==> src/rtl/fp_conv_pkg.sv <==
// Shared types and helpers for the integer-to-minifloat converter.
package fp_conv_pkg;

    typedef enum logic [1:0] {
        RM_TRUNC     = 2'b00,
        RM_HALF_UP   = 2'b01,
        RM_HALF_EVEN = 2'b10,
        RM_RSVD      = 2'b11
    } rmode_e;

    function automatic int unsigned e_max_of(input int unsigned exp_w);
        return (32'd1 << exp_w) - 32'd1;
    endfunction

endpackage

==> src/rtl/fp_lzc.sv <==
// Combinational bit-length counter: position of the highest set bit plus one, 0 for zero.
module fp_lzc #(
    parameter int unsigned W  = 12,
    parameter int unsigned LW = $clog2(W + 1)
) (
    input  logic [W-1:0]  data_i,
    output logic [LW-1:0] len_o
);

    always_comb begin
        len_o = '0;
        for (int unsigned i = 0; i < W; i++) begin
            if (data_i[i]) len_o = LW'(i + 1);
        end
    end

endmodule

==> src/rtl/fp_convert_pipe.sv <==
// Three-stage streaming signed-integer to (S, E, F) mini-float converter with
// selectable rounding, saturation flags and a sticky saturation counter.
module fp_convert_pipe
    import fp_conv_pkg::*;
#(
    parameter int unsigned DATA_W = 12,
    parameter int unsigned EXP_W  = 3,
    parameter int unsigned FRAC_W = 4,
    parameter int unsigned CNT_W  = 16
) (
    input  logic              clk,
    input  logic              rst_n,
    input  logic              in_valid,
    output logic              in_ready,
    input  logic [DATA_W-1:0] in_data,
    input  logic [1:0]        in_rmode,
    output logic              out_valid,
    input  logic              out_ready,
    output logic              out_s,
    output logic [EXP_W-1:0]  out_e,
    output logic [FRAC_W-1:0] out_f,
    output logic              out_ovf,
    output logic              out_inexact,
    output logic [CNT_W-1:0]  sat_cnt,
    input  logic              sat_clr
);

    localparam int unsigned LZW   = $clog2(DATA_W + 1);
    localparam int unsigned XW    = (LZW >= EXP_W) ? LZW + 1 : EXP_W + 1;
    localparam int unsigned E_MAX = e_max_of(EXP_W);

    // Stage registers
    logic              v1_q, v2_q, v3_q;
    logic              s1_q, s2_q;
    logic [DATA_W-1:0] mag1_q, mag2_q;
    rmode_e            rm1_q, rm2_q;
    logic [LZW-1:0]    eraw2_q;
    logic              out_s_q, out_ovf_q, out_inexact_q;
    logic [EXP_W-1:0]  out_e_q;
    logic [FRAC_W-1:0] out_f_q;
    logic [CNT_W-1:0]  sat_cnt_q, sat_cnt_d;

    logic ready2, ready3, adv2, adv3;

    assign adv3     = v3_q && out_ready;
    assign ready3   = !v3_q || out_ready;
    assign adv2     = v2_q && ready3;
    assign ready2   = !v2_q || adv2;
    assign in_ready = !v1_q || ready2;

    // Stage 1: sign/magnitude capture
    logic [DATA_W-1:0] mag_d;
    assign mag_d = in_data[DATA_W-1] ? (~in_data + DATA_W'(1)) : in_data;

    always_ff @(posedge clk or negedge rst_n) begin
        if (!rst_n) begin
            v1_q   <= 1'b0;
            s1_q   <= 1'b0;
            mag1_q <= '0;
            rm1_q  <= RM_TRUNC;
        end else if (in_ready) begin
            v1_q <= in_valid;
            if (in_valid) begin
                s1_q   <= in_data[DATA_W-1];
                mag1_q <= mag_d;
                rm1_q  <= rmode_e'(in_rmode);
            end
        end
    end

    // Stage 2: normalise
    logic [LZW-1:0] len1;
    logic [LZW-1:0] eraw_d;

    fp_lzc #(.W(DATA_W), .LW(LZW)) u_lzc (
        .data_i (mag1_q),
        .len_o  (len1)
    );

    assign eraw_d = (len1 > LZW'(FRAC_W)) ? (len1 - LZW'(FRAC_W)) : '0;

    always_ff @(posedge clk or negedge rst_n) begin
        if (!rst_n) begin
            v2_q    <= 1'b0;
            s2_q    <= 1'b0;
            mag2_q  <= '0;
            rm2_q   <= RM_TRUNC;
            eraw2_q <= '0;
        end else if (ready2) begin
            v2_q <= v1_q;
            if (v1_q) begin
                s2_q    <= s1_q;
                mag2_q  <= mag1_q;
                rm2_q   <= rm1_q;
                eraw2_q <= eraw_d;
            end
        end
    end

    // Stage 3: round and pack
    logic [FRAC_W-1:0] kept;
    logic [DATA_W-1:0] stk_mask;
    logic              guard, sticky, inc, ovf;
    logic [FRAC_W:0]   sum;
    logic [XW-1:0]     exp_w;
    logic [FRAC_W-1:0] f_d;
    logic [EXP_W-1:0]  e_d;

    always_comb begin
        kept     = '0;
        stk_mask = '0;
        guard    = 1'b0;
        sticky   = 1'b0;
        inc      = 1'b0;
        sum      = '0;
        exp_w    = '0;
        f_d      = mag2_q[FRAC_W-1:0];
        if (eraw2_q != '0) begin
            kept     = FRAC_W'(mag2_q >> eraw2_q);
            guard    = |(mag2_q & (DATA_W'(1) << (eraw2_q - LZW'(1))));
            stk_mask = (DATA_W'(1) << (eraw2_q - LZW'(1))) - DATA_W'(1);
            sticky   = |(mag2_q & stk_mask);
            case (rm2_q)
                RM_HALF_UP:   inc = guard;
                RM_HALF_EVEN: inc = guard & (sticky | kept[0]);
                default:      inc = 1'b0;
            endcase
            sum   = {1'b0, kept} + {{FRAC_W{1'b0}}, inc};
            exp_w = XW'(eraw2_q) + XW'(sum[FRAC_W]);
            f_d   = sum[FRAC_W] ? {1'b1, {(FRAC_W-1){1'b0}}} : sum[FRAC_W-1:0];
        end
        ovf = exp_w > XW'(E_MAX);
        e_d = exp_w[EXP_W-1:0];
        if (ovf) begin
            e_d = '1;
            f_d = '1;
        end
    end

    always_ff @(posedge clk or negedge rst_n) begin
        if (!rst_n) begin
            v3_q          <= 1'b0;
            out_s_q       <= 1'b0;
            out_e_q       <= '0;
            out_f_q       <= '0;
            out_ovf_q     <= 1'b0;
            out_inexact_q <= 1'b0;
        end else if (ready3) begin
            v3_q <= v2_q;
            if (v2_q) begin
                out_s_q       <= s2_q;
                out_e_q       <= e_d;
                out_f_q       <= f_d;
                out_ovf_q     <= ovf;
                out_inexact_q <= guard | sticky | ovf;
            end
        end
    end

    // Clear takes priority over a coincident saturated delivery
    always_comb begin
        sat_cnt_d = sat_cnt_q;
        if (sat_clr) begin
            sat_cnt_d = '0;
        end else if (adv3 && out_ovf_q && (sat_cnt_q != '1)) begin
            sat_cnt_d = sat_cnt_q + CNT_W'(1);
        end
    end

    always_ff @(posedge clk or negedge rst_n) begin
        if (!rst_n) sat_cnt_q <= '0;
        else        sat_cnt_q <= sat_cnt_d;
    end

    assign out_valid   = v3_q;
    assign out_s       = out_s_q;
    assign out_e       = out_e_q;
    assign out_f       = out_f_q;
    assign out_ovf     = out_ovf_q;
    assign out_inexact = out_inexact_q;
    assign sat_cnt     = sat_cnt_q;

endmodule
==> config.mk <==
export PLATFORM = sky130hd
export DESIGN_NAME = fp_convert_pipe
export DESIGN_NICKNAME = d
export VERILOG_FILES = /design/src/rtl/fp_conv_pkg.sv /design/src/rtl/fp_lzc.sv /design/src/rtl/fp_convert_pipe.sv
export SDC_FILE = /design/constraint.sdc
export NUM_CORES = 1
export LEC_CHECK = 0
export ABC_AREA = 1
export CORE_ASPECT_RATIO = 1.5
export CORE_MARGIN = 2
export CORE_UTILIZATION = 30
export CTS_CLUSTER_DIAMETER = 100
export DETAILED_ROUTE_END_ITERATION = 7
export DONT_BUFFER_PORTS = 1
export PLACE_DENSITY_LB_ADDON = 0.25
export SETUP_SLACK_MARGIN = 0.05
export SLEW_MARGIN = 15
export SYNTH_ARGS = -nofsm -noshare
export SYNTH_HDL_FRONTEND = slang
export SYNTH_HIERARCHICAL = 1
export SYNTH_SLANG_ARGS = --single-unit
==> constraint.sdc <==
create_clock -name clk -period 3.8 [get_ports clk]
set_input_delay 0.57 -clock clk [delete_from_list [all_inputs] [get_ports clk]]
set_output_delay 0.57 -clock clk [all_outputs]
set_load 0.005 [all_outputs]
==> flow_summary.yaml <==
clocking:
  cts_tree: "yes"
  cts_sinks: 63
  cts_buffers: 9
  cts_max_path_buffers: 2
  h-tree-depth: 3
  clk_latency_ps: 330
  path_clk_slew_ps: 50
  cts_root_buf: "clkbuf_16"
critical_path:
  path_buf_inv: 6
  arrival_ps: 3640
  path_class: "reg2reg"
  crit_slowest_cell: "dfrtp_1"
  path_max_fanout: 10
  critPathTopFamily: "simple AND/OR/NAND/NOR gates"
  crit_required_ps: 4030
  crit_path_cell_trace: "buf_6, buf_4, nor2_2, nand2_1, nor2_2, nor2_1, nand3_1, nand2_1, inv_1, nand4_1, nand2_1, a21oi_2, ha_1, ha_1, nand2_1, inv_1, ha_1, ha_1, o21ai_2, nand3_2, inv_4, nand3_1, nand2_1, inv_1"
  setup.worst_path.start_class: "register"
  crit_path_frequent_cell: "nand2_1"
  critPathMaxStageDelay_ps: 400
  endpoint_kind: "register"
drt:
  drtPass1Iterations: 4
  num_vias: 3692
  drtIter0Drc: 186
  drc: 0
  via_per_inst: 4.96
  antenna_left: 0
  totalWireLength_mm: 11.1
  wl_per_cell_um: 14.8
yosys:
  syn_avg_cell_area_um2: 7.05
  ys_seq_elements: 63
  synth_fp_nets: 597
  synth.yosys.seq_area_share_pct: 39.3
  synthArstFlopShare_pct: 100
  yosys_warnings: 6
  netlist_instances: 569
  synth-edff-count: 0
  ys_types: 42
  netlist_area_um2: 4010
  synthFlopType: "dfrtp_1"
timing:
  relSlewSlack_pct: 60.2
  finalMaxSlewViolations: 0
  fin_worst_skew_ps: 5.79
  min_period_over_period_pct: 89.8
  whs_ps: 102
  fmax_mhz: 293
  finalSetupViolations: 0
  rsz0062_at_grt: "false"
  period_needed_ps: 3410
  setup_slack_ps: 387
  hold_viol: 0
  finalSetupTns_ps: 0
  worst_pin_slew_ps: 596
outcome:
  status: "finished, final reports clean"
placed_design:
  io_buffer_count: 0
  hpwl_mm: 8.67
  gp_congestion: 0.910
  dp_slack_ps: 130
final_layout:
  syn2layout_area_growth_pct: 14.6
  drive_gt1_share_pct: 12.1
  final_nets: 609
  multi_input_area_um2: 2070
  layout_commonest_cell: "nand2_1"
  seq_area_um2: 1580
  fillers: 1464
  layout_common_cells: "nand2_1 (151), inv_1 (77), dfrtp_1 (60)"
  n_antenna_cell: 0
die:
  die_w_um: 98.4
  initial_core_util_pct: 30.8
  io_pins: 47
  rows: 51
  die_height_um: 146
  core_area_um2: 13000
  dieArea_um2: 14300
power_and_ir_drop:
  peakVddDrop_mv: 0.253
  p_leak_nw: 2.16
  p_per_area_nw_per_um2: 727
min_path:
  holdCritPathClass: "in2async"
grt:
  grt_pass1_wl_mm: 18.6
  antenna_found_initial: 0
  grt_usage_pct: 16.2
  grt_max_degree: 64
  grt_overflow: 0
  grt_pass1_vias: 3764
flow_run:
  maxCapViolCount: 0
==> report_power, final <==
part | switching [mW] | internal, mW | total (mW)
clock network | 0.298 | 0.475 | 0.773
logic | 0.986 | 0.555 | 1.54
registers | 0.190 | 0.840 | 1.03
total | 1.47 | 1.87 | 3.34
==> layer usage <==
metal	share of wire, %	wire [µm]	global-route usage (%)
met3	4.4	490	3.79
met5	0	0	0
met2	53	5820	28.4
met4	4.3	476	9.11
met1	39	4270	17.6
==> worst paths after layout <==
path	from	slack, ps	endpoint	depth (start not counted)
max reg2reg	eraw2_q[1]$_DFFE_PN0P_	390	out_inexact$_DFFE_PN0P_	24
min reg2reg	v2_q$_DFFE_PN0P_	480	out_valid$_DFFE_PN0P_	2
max	eraw2_q[1]$_DFFE_PN0P_	390	out_inexact$_DFFE_PN0P_	24
max in group asynchronous	rst_n	3420	out_f[1]$_DFFE_PN0P_	1
min in group clk	sat_clr	310	sat_cnt[9]$_DFFE_PN0P_	1
min	rst_n	100	mag1_q[9]$_DFFE_PN0P_	1
==> per-stage QoR <==
stage	util, %	instance area, µm²	total power [mW]	cells
6_report	35.3	4600	3.34	745
5_1_grt	35.3	4600	3.64	745
4_1_cts	34.7	4520	3.29	741
3_5_place_dp	32.3	4210	2.48	724
3_3_place_gp	32.3	4210	2.48	724
2_1_floorplan	-	4010	2.07	569
==> synthesized netlist by cell type, types with 3 or more instances <==
cell type    n  area share, %
clkbuf_1     7           0.65
nand3_2      3           0.75
inv_1       78            7.3
dfrtp_1     63             39
or2_0        3           0.47
nand4_1     10            1.6
nor2_1      48            4.5
nor3_1      10            1.2
o21ai_1      3           0.37
ha_1         9            2.8
a21oi_2      3           0.65
o21ai_0     56            7.0
xor2_1       8            1.7
nand3_1     34            4.2
buf_6        3           0.84
xnor2_1      3           0.65
nand2_1    153             14
buf_2        3           0.37
a21oi_1     27            3.4
nor2_2       6           0.94
inv_2        6           0.56
o211ai_1     6            1.1
==> flip-flops by register name, summed over array words and instances, names as in the netlist <==
register,count
rm2_q,2
out_valid,1
v1_q,1
v2_q,1
out_ovf,1
out_inexact,1
sat_cnt,16
out_f,4
eraw2_q,4
s2_q,1
rm1_q,2
out_e,3
out_s,1
mag1_q,12
mag2_q,12
s1_q,1
==> kinds of logic (layout without fill, tap and decap cells) <==
logic type,after synthesis,in the layout,share of synthesized area [%]
AO/OA/AOI/OAI,106,106,14.8
XOR/XNOR,11,11,2.40
adder cells (fa/ha/maj),9,9,2.81
buffers and inverters,99,116,10.0
flip-flops,63,63,39.3
multiplexers,1,1,0.249
AND/OR/NAND/NOR,280,280,30.4
==> cell type report <==
type | count | share of cell area (%)
Multi-Input combinational cell | 407 | 45.1
Sequential cell | 63 | 34.4
Inverter | 84 | 6.91
Clock buffer | 11 | 5.50
Tap cell | 159 | 4.33
Timing Repair Buffer | 16 | 3.13
Clock inverter | 5 | 0.680
==> repair_timing <==
| action | CTS | global route |
|---|---|---|
| buffers inserted | 0 | 4 |
| resized for setup | 0 | 18 |
| hold buffers | 1 | 0 |
| endpoints found under the setup margin | 0 | 9 |
| hold endpoints to repair | 63 | 0 |
No activity file was read; power rests on OpenSTA's default activity.
